==> src/rtl/hwpe_stream_upsizer_if.sv <==
// HWPE-Stream handshake bundle: valid/ready with byte strobes.
// master drives the beat, slave returns ready.
interface hwpe_stream_intf_stream #(
  parameter int unsigned DATA_WIDTH = 32
) ();
  logic                      valid;
  logic                      ready;
  logic [DATA_WIDTH-1:0]     data;
  logic [DATA_WIDTH/8-1:0]   strb;

  modport master (output valid, output data, output strb, input  ready);
  modport slave  (input  valid, input  data, input  strb, output ready);
endinterface

==> src/rtl/hwpe_stream_upsizer.sv <==
// Packs RATIO narrow HWPE-Stream beats into one wide beat, lane 0 first.
// flush_i emits a partial word with zeroed unfilled lanes; clear_i drops everything.
module hwpe_stream_upsizer #(
  parameter int unsigned DATA_WIDTH = 32,
  parameter int unsigned RATIO      = 4
) (
  input  logic                         clk_i,
  input  logic                         rst_ni,
  input  logic                         clear_i,
  input  logic                         flush_i,
  output logic [$clog2(RATIO+1)-1:0]   count_o,
  hwpe_stream_intf_stream.slave        push_i,
  hwpe_stream_intf_stream.master       pop_o
);

  localparam int unsigned STRB_W  = DATA_WIDTH / 8;
  localparam int unsigned CNT_W   = $clog2(RATIO + 1);
  localparam int unsigned WDATA_W = RATIO * DATA_WIDTH;
  localparam int unsigned WSTRB_W = RATIO * STRB_W;

  if (RATIO < 2) begin : g_bad_ratio
    $error("hwpe_stream_upsizer: RATIO must be at least 2");
  end
  if ((DATA_WIDTH % 8) != 0) begin : g_bad_width
    $error("hwpe_stream_upsizer: DATA_WIDTH must be a multiple of 8");
  end

  typedef enum logic [1:0] {
    FILL = 2'd0,
    FULL = 2'd1,
    PART = 2'd2
  } state_e;

  state_e               state_q, state_d;
  logic [CNT_W-1:0]     cnt_q, cnt_d, cnt_inc;
  logic [WDATA_W-1:0]   data_q, data_d;
  logic [WSTRB_W-1:0]   strb_q, strb_d;
  logic                 valid_q, valid_d;
  logic                 push_ready;
  logic                 push_hs;
  logic                 pop_hs;

  // valid_q mirrors (state != FILL), so ready never sees clear_i or data
  assign push_ready   = ~valid_q | pop_o.ready;
  assign push_hs      = push_i.valid & push_ready;
  assign pop_hs       = valid_q & pop_o.ready;
  assign push_i.ready = push_ready;

  assign pop_o.valid = valid_q;
  assign pop_o.data  = data_q;
  assign pop_o.strb  = strb_q;
  assign count_o     = cnt_q;

  always_comb begin
    state_d = state_q;
    cnt_d   = cnt_q;
    data_d  = data_q;
    strb_d  = strb_q;
    cnt_inc = cnt_q + CNT_W'(1);

    if (clear_i) begin
      state_d = FILL;
      cnt_d   = '0;
      data_d  = '0;
      strb_d  = '0;
    end else begin
      unique case (state_q)
        FILL: begin
          if (push_hs) begin
            for (int unsigned k = 0; k < RATIO; k++) begin
              if (k == 32'(cnt_q)) begin
                data_d[k*DATA_WIDTH +: DATA_WIDTH] = push_i.data;
                strb_d[k*STRB_W     +: STRB_W]     = push_i.strb;
              end
            end
            cnt_d = cnt_inc;
          end
          // a push that completes the word wins over a same-cycle flush
          if (push_hs && (cnt_inc == CNT_W'(RATIO))) begin
            state_d = FULL;
          end else if (flush_i && (push_hs || (cnt_q != '0))) begin
            state_d = PART;
          end
        end
        FULL, PART: begin
          if (pop_hs) begin
            state_d = FILL;
            data_d  = '0;
            strb_d  = '0;
            cnt_d   = '0;
            if (push_hs) begin
              data_d[DATA_WIDTH-1:0] = push_i.data;
              strb_d[STRB_W-1:0]     = push_i.strb;
              cnt_d                  = CNT_W'(1);
            end
          end
        end
        default: begin
          state_d = FILL;
          cnt_d   = '0;
          data_d  = '0;
          strb_d  = '0;
        end
      endcase
    end

    valid_d = (state_d != FILL);
  end

  always_ff @(posedge clk_i or negedge rst_ni) begin
    if (!rst_ni) begin
      state_q <= FILL;
      cnt_q   <= '0;
      data_q  <= '0;
      strb_q  <= '0;
      valid_q <= 1'b0;
    end else begin
      state_q <= state_d;
      cnt_q   <= cnt_d;
      data_q  <= data_d;
      strb_q  <= strb_d;
      valid_q <= valid_d;
    end
  end

`ifndef SYNTHESIS
  // clear_i legitimately retracts a stalled output word
  a_pop_stable : assert property (@(posedge clk_i) disable iff (!rst_ni)
    (pop_o.valid && !pop_o.ready && !clear_i) |=> (pop_o.valid && $stable(pop_o.data)));
  a_push_stable : assert property (@(posedge clk_i) disable iff (!rst_ni)
    (push_i.valid && !push_i.ready) |=> (push_i.valid && $stable(push_i.data)));
`endif

endmodule

==> src/flat_wrapper.sv <==
// flat-port wrapper written by rule: the top's interface ports become plain ports
module hwpe_stream_upsizer_flat 
#(
  parameter int unsigned DATA_WIDTH = 32,
  parameter int unsigned RATIO      = 4
)
  (clk_i, rst_ni, clear_i, flush_i, count_o, push_i_valid, push_i_data, push_i_strb, push_i_ready, pop_o_valid, pop_o_data, pop_o_strb, pop_o_ready);
  hwpe_stream_intf_stream #(.DATA_WIDTH(DATA_WIDTH)) push_i_i ();
  hwpe_stream_intf_stream #(.DATA_WIDTH(DATA_WIDTH)) pop_o_i ();
  input  logic clk_i;
  input  logic rst_ni;
  input  logic clear_i;
  input  logic flush_i;
  output logic [$clog2(RATIO+1)-1:0] count_o;
  input wire logic [$bits(push_i_i.valid)-1:0] push_i_valid;
  input wire logic [$bits(push_i_i.data)-1:0] push_i_data;
  input wire logic [$bits(push_i_i.strb)-1:0] push_i_strb;
  output wire logic [$bits(push_i_i.ready)-1:0] push_i_ready;
  output wire logic [$bits(pop_o_i.valid)-1:0] pop_o_valid;
  output wire logic [$bits(pop_o_i.data)-1:0] pop_o_data;
  output wire logic [$bits(pop_o_i.strb)-1:0] pop_o_strb;
  input wire logic [$bits(pop_o_i.ready)-1:0] pop_o_ready;
  assign push_i_i.valid = push_i_valid;
  assign push_i_i.data = push_i_data;
  assign push_i_i.strb = push_i_strb;
  assign push_i_ready = push_i_i.ready;
  assign pop_o_valid = pop_o_i.valid;
  assign pop_o_data = pop_o_i.data;
  assign pop_o_strb = pop_o_i.strb;
  assign pop_o_i.ready = pop_o_ready;
  hwpe_stream_upsizer #(.DATA_WIDTH(DATA_WIDTH), .RATIO(RATIO)) u_core (.clk_i(clk_i), .rst_ni(rst_ni), .clear_i(clear_i), .flush_i(flush_i), .count_o(count_o), .push_i(push_i_i), .pop_o(pop_o_i));
endmodule
==> config.mk <==
export PLATFORM = sky130hd
export DESIGN_NAME = hwpe_stream_upsizer_flat
export DESIGN_NICKNAME = d
export VERILOG_FILES = /design/src/rtl/hwpe_stream_upsizer_if.sv /design/src/rtl/hwpe_stream_upsizer.sv /design/src/flat_wrapper.sv
export SDC_FILE = /design/constraint.sdc
export NUM_CORES = 1
export LEC_CHECK = 0
export ABC_AREA = 1
export CORE_MARGIN = 5
export CORE_UTILIZATION = 47
export CTS_CLUSTER_DIAMETER = 40
export CTS_CLUSTER_SIZE = 14
export DETAILED_ROUTE_END_ITERATION = 6
export HOLD_SLACK_MARGIN = 0.08
export PLACE_DENSITY = 0.85
export RECOVER_POWER = 50
export SYNTH_ARGS = -nofsm -noshare
export SYNTH_HDL_FRONTEND = slang
export SYNTH_SLANG_ARGS = --single-unit
==> constraint.sdc <==
create_clock -name clk_i -period 3.45 [get_ports clk_i]
set_input_delay 0.345 -clock clk_i [delete_from_list [all_inputs] [get_ports clk_i]]
set_output_delay 0.345 -clock clk_i [all_outputs]
set_load 0.05 [all_outputs]
==> results.toml <==
[finish]
fin_nets = 341
post-route-cell-area_um2 = 2990
area_delta_synth_final_pct = 41.3
n_antenna_cell = 0
leading_cell_type_in_the_layout_fill_and_taps_excluded = "sky130_fd_sc_hd__clkdlybuf4s50_1"
finish.cell_count_without_fillers = 347
share_of_post_route_cells_with_drive_strength_above_1_pct = 19.0
most-common-layout-cells = "67 x sky130_fd_sc_hd__clkdlybuf4s50_1, 47 x sky130_fd_sc_hd__nand2_1, 42 x sky130_fd_sc_hd__dfrtp_1"

[drt]
drtIter0Drc = 128
met3_wirelength_um = 376
viasPerCell = 4.97
detail-route-antenna-nets = 0
dr.pass1.iters = 4
drt_drc_violations_left = 0
dr_total_vias = 1724
route.top_layer_used = "met4"
detail_route.wirelength.met1_mm = 2.15
avgRoutedWirePerCell_um = 14.1
met2RoutedLength_mm = 2.35
drt_wl_total_mm = 4.89

[placed_design]
dpl_worst_slack_ps = 1180
placedCellCount = 339
routabilityCongestion = 0.794
portBuffers = 82
dp_hpwl_mm = 3.47
placement.cell_area_um2 = 2880

[cts]
cts.clk_slew.worst_paths_ps = 80
h-tree-depth = 2
ctsHoldBuffers = 0
post_cts.resized_instances = 0
cts_tree = "done"
cts.sinks = 42
cts-root-buf = "sky130_fd_sc_hd__clkbuf_8"
cts_max_path_buffers = 2
worst_skew_pair_later_pin_latency_ps = 290
post_cts_repair_setup_buffers = 0
cts_made_buffers = 5

[global_routing]
antenna_violations_before_repair = 0
first_global_vias = 1687
grt_max_degree = 73
grt_first_pass_wirelength_mm = 8.26
grt-ovfl-total = 0
groute.usage.overall_pct = 17.1

[logic_synthesis]
synth_sequential_area_ratio_pct = 49.7
synth_top_family_by_area = "simple AND/OR/NAND/NOR gates"
syn-instance-count = 218
cell_area_synth_um2 = 2110
synth_simple_gate_area_share_pct = 21.6
synth_seq_cells = 42
synth-compound-area-share_pct = 17.6
syn_area_per_cell_um2 = 9.69
postSynthNetCount = 265
yosys-mux-area-fraction_pct = 0
synth_xor_xnor_area_share_pct = 0
yosysUniqueCellTypes = 19
synth_fa_ha_area_share_pct = 2.96
yosys_warnings = 0

[setup_path]
critical_path_arrival_ps = 2280
crit_path_start_kind = "flop"
crit_path_end = "u_core.data_q[2]"
regToRegEndpoint = "u_core.data_q[2]"
critical_path_class = "flop to flop"
critical-path-max-stage-delay_ps = 490
crit-reg2reg-launch = "u_core.state_q[0]"
critical_path_cell_count = 8
timing.critical_path.buf_inv = 2
worstPathCellList = "inv_1 > ha_1 > nand2_1 > inv_1 > o21bai_4 > nand2_4 > nand2_1 > o21ai_2"
worst-r2r-setup-slack_ps = 1320
launching_instance_or_port_of_the_critical_path = "u_core.state_q[0]"
critPathRequiredTime_ps = 3600
worst_path_max_delay_cell = "sky130_fd_sc_hd__nand2_4"
critical_path.top_delay_family = "simple AND/OR/NAND/NOR gates"
worstPathMaxFanout = 72
reg2reg_depth = 8
worstSetupEndpointType = "flop"

[floorplanning]
rows = 24
boundary_pins = 83
core-area_um2 = 4350
starting_utilization_of_the_core_area_pct = 48.5
fp.dieArea_um2 = 5940
die_h_um = 77.1
chipWidth_um = 77.1

[power]
power_mw = 1.95
power.ir.vdd_worst_v = 0.000421
cellLeakagePower_nw = 1.36
cellPowerDensity_nw_per_um2 = 653

[job]
max_cap_violations = 1

[timing]
setup_repair_after_global_routing_missed_its_margin = "no"
setup-violations-final = 0
tightest_slew_ps = 2180
max_freq_mhz = 469
worst_clock_skew_ps = 5.95
layout_worst_path_cycle_share_pct = 61.7
final_critical_path_setup_slack_ps = 1320
timing.slew.headroom_pct = -45.0
slew_violations = 43
hold_viol = 0
finalSetupTns_ps = 0
post-route-min-period_ps = 2130

[run_status]
violated_checks = "capacitance limit, slew limit"
status = "finished, violations left"

[worst_hold_path]
min-delay-path-class = "flop to flop"
## flip-flops by register name, indices dropped and copies added (netlist names)
name	cells
u_core.strb_q	4
u_core.count_o	3
u_core.state_q	2
u_core.pop_o.valid	1
u_core.data_q	32
## worst reg2reg max path: stages, from the launching register on
cell	delay (ps)
sky130_fd_sc_hd__dfrtp_1	400
sky130_fd_sc_hd__inv_1	60
sky130_fd_sc_hd__ha_1	300
sky130_fd_sc_hd__nand2_1	100
sky130_fd_sc_hd__inv_1	100
sky130_fd_sc_hd__o21bai_4	210
sky130_fd_sc_hd__nand2_4	490
sky130_fd_sc_hd__nand2_1	280
sky130_fd_sc_hd__o21ai_2	70
## layout make-up
cell class | instances | area [um2]
repair buffers | 83 | 822
clock buffers | 7 | 76.3
well taps | 52 | 65.1
flip-flops and latches | 42 | 1050
clock inverters | 1 | 30.0
multi-input cells | 149 | 892
fillers | 354 | 1370
inverters | 13 | 48.8
## per-layer routing
metal	GRT usage [%]	vias up
met5	0	-
met4	4.12	0
met3	6.09	2
met2	25.6	59
met1	23.7	787
li1	-	876
## synth_stat cells
master	instances	area (um2)
sky130_fd_sc_hd__nor2_1	5	18.8
sky130_fd_sc_hd__buf_8	1	15.0
sky130_fd_sc_hd__nand2_2	6	37.5
sky130_fd_sc_hd__a21oi_1	1	5.00
sky130_fd_sc_hd__inv_2	2	7.51
sky130_fd_sc_hd__nand3_1	39	195
sky130_fd_sc_hd__o21ai_0	5	25.0
sky130_fd_sc_hd__dfrtp_1	42	1050
sky130_fd_sc_hd__ha_1	5	62.6
sky130_fd_sc_hd__buf_2	1	5.00
sky130_fd_sc_hd__buf_6	6	67.6
sky130_fd_sc_hd__clkbuf_1	3	11.3
sky130_fd_sc_hd__o21ai_2	37	324
sky130_fd_sc_hd__buf_4	3	22.5
sky130_fd_sc_hd__inv_1	11	41.3
sky130_fd_sc_hd__nand2_4	2	22.5
sky130_fd_sc_hd__nor2_2	1	6.26
sky130_fd_sc_hd__o21bai_4	1	18.8
sky130_fd_sc_hd__nand2_1	47	176
## worst min-delay path by stage
stage,startpoint,endpoint,cells after the start
5_1_grt,u_core.strb_q[3],u_core.strb_q[3],2
4_1_cts,rst_ni,u_core.data_q[25],1
3_3_place_gp,u_core.data_q[23],u_core.data_q[23],2
2_1_floorplan,rst_ni,u_core.count_o[0],0
6_report,u_core.data_q[7],u_core.data_q[7],2
3_5_place_dp,u_core.data_q[7],u_core.data_q[7],2
## cell families (layout without fill, tap and decap cells)
logic type	Yosys count	after routing
fa+ha+maj	5	5
compound gates	44	44
flops	42	42
simple gates	100	100
buf+inv	27	104
## through the flow
step                      util [%]  hold WS [ps]
after floorplan                  -          49.4
after global placement        66.2           465
after global routing          68.6           498
after CTS                     68.6           225
after detailed placement      66.2           467
final                         68.6           479
## power by group
part | internal, mW | switching, mW
registers | 0.592 | 0.0596
logic | 0.290 | 0.633
clock network | 0.217 | 0.159
total | 1.10 | 0.852
Power figures use the tool's default switching activity.
==> edit (same settings) <==
`RATIO` is set to 4 in 2 places; all go to 8.
--- a/src/rtl/hwpe_stream_upsizer.sv
+++ b/src/rtl/hwpe_stream_upsizer.sv
@@ -4,3 +4,3 @@
   parameter int unsigned DATA_WIDTH = 32,
-  parameter int unsigned RATIO      = 4
+  parameter int unsigned RATIO      = 8
 ) (
--- a/src/flat_wrapper.sv
+++ b/src/flat_wrapper.sv
@@ -4,3 +4,3 @@
   parameter int unsigned DATA_WIDTH = 32,
-  parameter int unsigned RATIO      = 4
+  parameter int unsigned RATIO      = 8
 )
Ports: changed (resized count_o); port bits go from 83 to 84. No check against the original RTL was run, so the function may have changed too.
==> edit against the unedited design <==
The flow still finishes with violations (capacitance limit, slew limit). Area after synthesis rose by 6.4%. Final area rose by 5.2%. Sequential cell count rose by 1. Wire length increased by 7.6%. Power grew 2.2%. Non-clock buffer count did not move. Synthesized cell count increased by 38%. Setup slack got worse by 0.19 ns. Critical endpoint is now u_core.data_q[29]. Largest power group unchanged.
==> edit: results (changes against the unedited design) <==
| Metric | Value |
|---|---|
| Status | finished, violations left |
| Failing checks | capacitance limit, slew limit |
| Hold Crit Start | u_core.data_q[7] |
| First-pass GRT wire length | 8910 µm (+7.8%) |
| Cells after Synth | 301 (+38%) |
| GP Congestion | 0.857 (+7.9%) |
| Slowest cell delay on critical path | 0.40 ns (-0.09 ns) |
| Post-synthesis compound-gate area fraction | 4.23% (-13 points) |
| Initial drt markers | 135 (+5.5%) |
| Ranking of synthesized cells by area | dfrtp_1 48%, nand2_1 22%, inv_1 8.0% |
| Synth cell count leaders | 129 x nand2_1, 48 x inv_1, 43 x dfrtp_1 |
| Crit-path slowest cell | o21ai_4 |
| Clock tree buffer depth | 2 (unchanged) |
| Nets | 429 (+26%) |
| Launch point of the critical path | u_core.state_q[1] |
| Post-Syn Nets | 348 (+31%) |
| Smallest hold slack | 0.466 ns (-0.0123 ns) |
| Drt pass-1 iters | 4 (unchanged) |
| Post-synthesis sequential area ratio | 47.9% (-1.9 points) |
| I/O Buffers | 83 (+1.2%) |
| Final Max Tran Viols | 44 (+2.3%) |
| Setup bufs post-CTS | 0 (unchanged) |
| FF-to-FF path depth | 9 (+1) |
| Drt total wl | 5270 µm (+7.6%) |
| Critical path peak fanout | 36 (-50%) |
| Worst Hold Endpoint | u_core.data_q[7] |
| Post-Synth Adder-Cell Area | 2.78% (-0.18 points) |
| Root Buffer | clkbuf_8 |
| Post-DP HPWL | 3790 µm (+9.1%) |
| CP arrival | 2.55 ns (+0.27 ns) |
| Max FFs per register | 32 (unchanged) |
| R2R setup slack | 1.13 ns (-0.19 ns) |
| Initial antenna violation count | 0 (unchanged) |
| Total GRT Usage | 17.6% (+0.51 points) |
| Cell area after placement | 3030 µm² (+5.2%) |
| Peak VDD IR | 0.329 mV (-22%) |
| Yosys cell types | 19 (unchanged) |
| Main flop type after synthesis | dfrtp_1 |
| Largest net degree at the start of global routing | 44 (-40%) |
| Skew final | 0.00673 ns (+0.000780 ns) |
| Latest clock arrival within the worst-skew pair | 0.29 ns (about the same) |
| Number of max-cap violations | 1 (unchanged) |
| Pre-CTS setup slack | 1.19 ns (+0.0104 ns) |
| P_leak | 1.75 nW (+29%) |
| DR vias | 2060 (+19%) |
| Post-synthesis mux area share | 0% (unchanged) |
| Number of global-route vias before repair | 2026 (+20%) |
| Worst Max-Slew Pin Slew | 2.27 ns (+0.0919 ns) |
| H-tree depth | 2 (unchanged) |
| Worst R2R End | u_core.data_q[29] |
| Share of layout cells above drive strength 1 | 3.92% (-15 points) |
| Vias per inst | 4.71 (-5.1%) |
| CTS resizes | 0 (unchanged) |
## edit: area by class of cell
class	count	area, µm²
clock buffer	6	72.6
sequential	43	1080
inverter	50	188
tap	54	67.6
fill	409	1550
timing repair buffer	83	825
multi-input combinational	199	853
clock inverter	2	60.1
## edit: worst max-delay path, delay by kind of cell (launching register included)
family	cells	cell delay, ns
compound gates	3	0.93
fa+ha+maj	1	0.31
flops	1	0.38
simple gates	3	0.51
buf+inv	2	0.12
## edit: how the worst max path moves through the flow
stage	depth (start not counted)	end	slack (ns)
4_1_cts	4	push_i_ready	1.31
3_5_place_dp	9	u_core.data_q[4]	1.19
5_1_grt	9	u_core.data_q[28]	0.92
6_report	9	u_core.data_q[29]	1.13
2_1_floorplan	9	u_core.data_q[0]	1.58
3_3_place_gp	9	u_core.strb_q[1]	1.26
## edit: logic make-up after synthesis
logic type | Yosys count
AO/OA/AOI/OAI | 11
AND/OR/NAND/NOR | 183
adder cells (fa/ha/maj) | 5
flip-flops | 43
buffers and inverters | 59
## edit: where the power goes
group	total [mW]	switching (mW)	internal, mW
Clock	0.458	0.169	0.289
Sequential	0.660	0.0590	0.601
Combinational	0.875	0.607	0.268
Total	1.99	0.835	1.16
## edit: routing by layer
metal  GRT usage (%)  part of all wire, %  wire length, µm
met4            4.64                 0.74               39
met5               0                    0                0
met3            4.76                  8.2              430
met2            29.8                   47             2470
met1            22.2                   44             2320
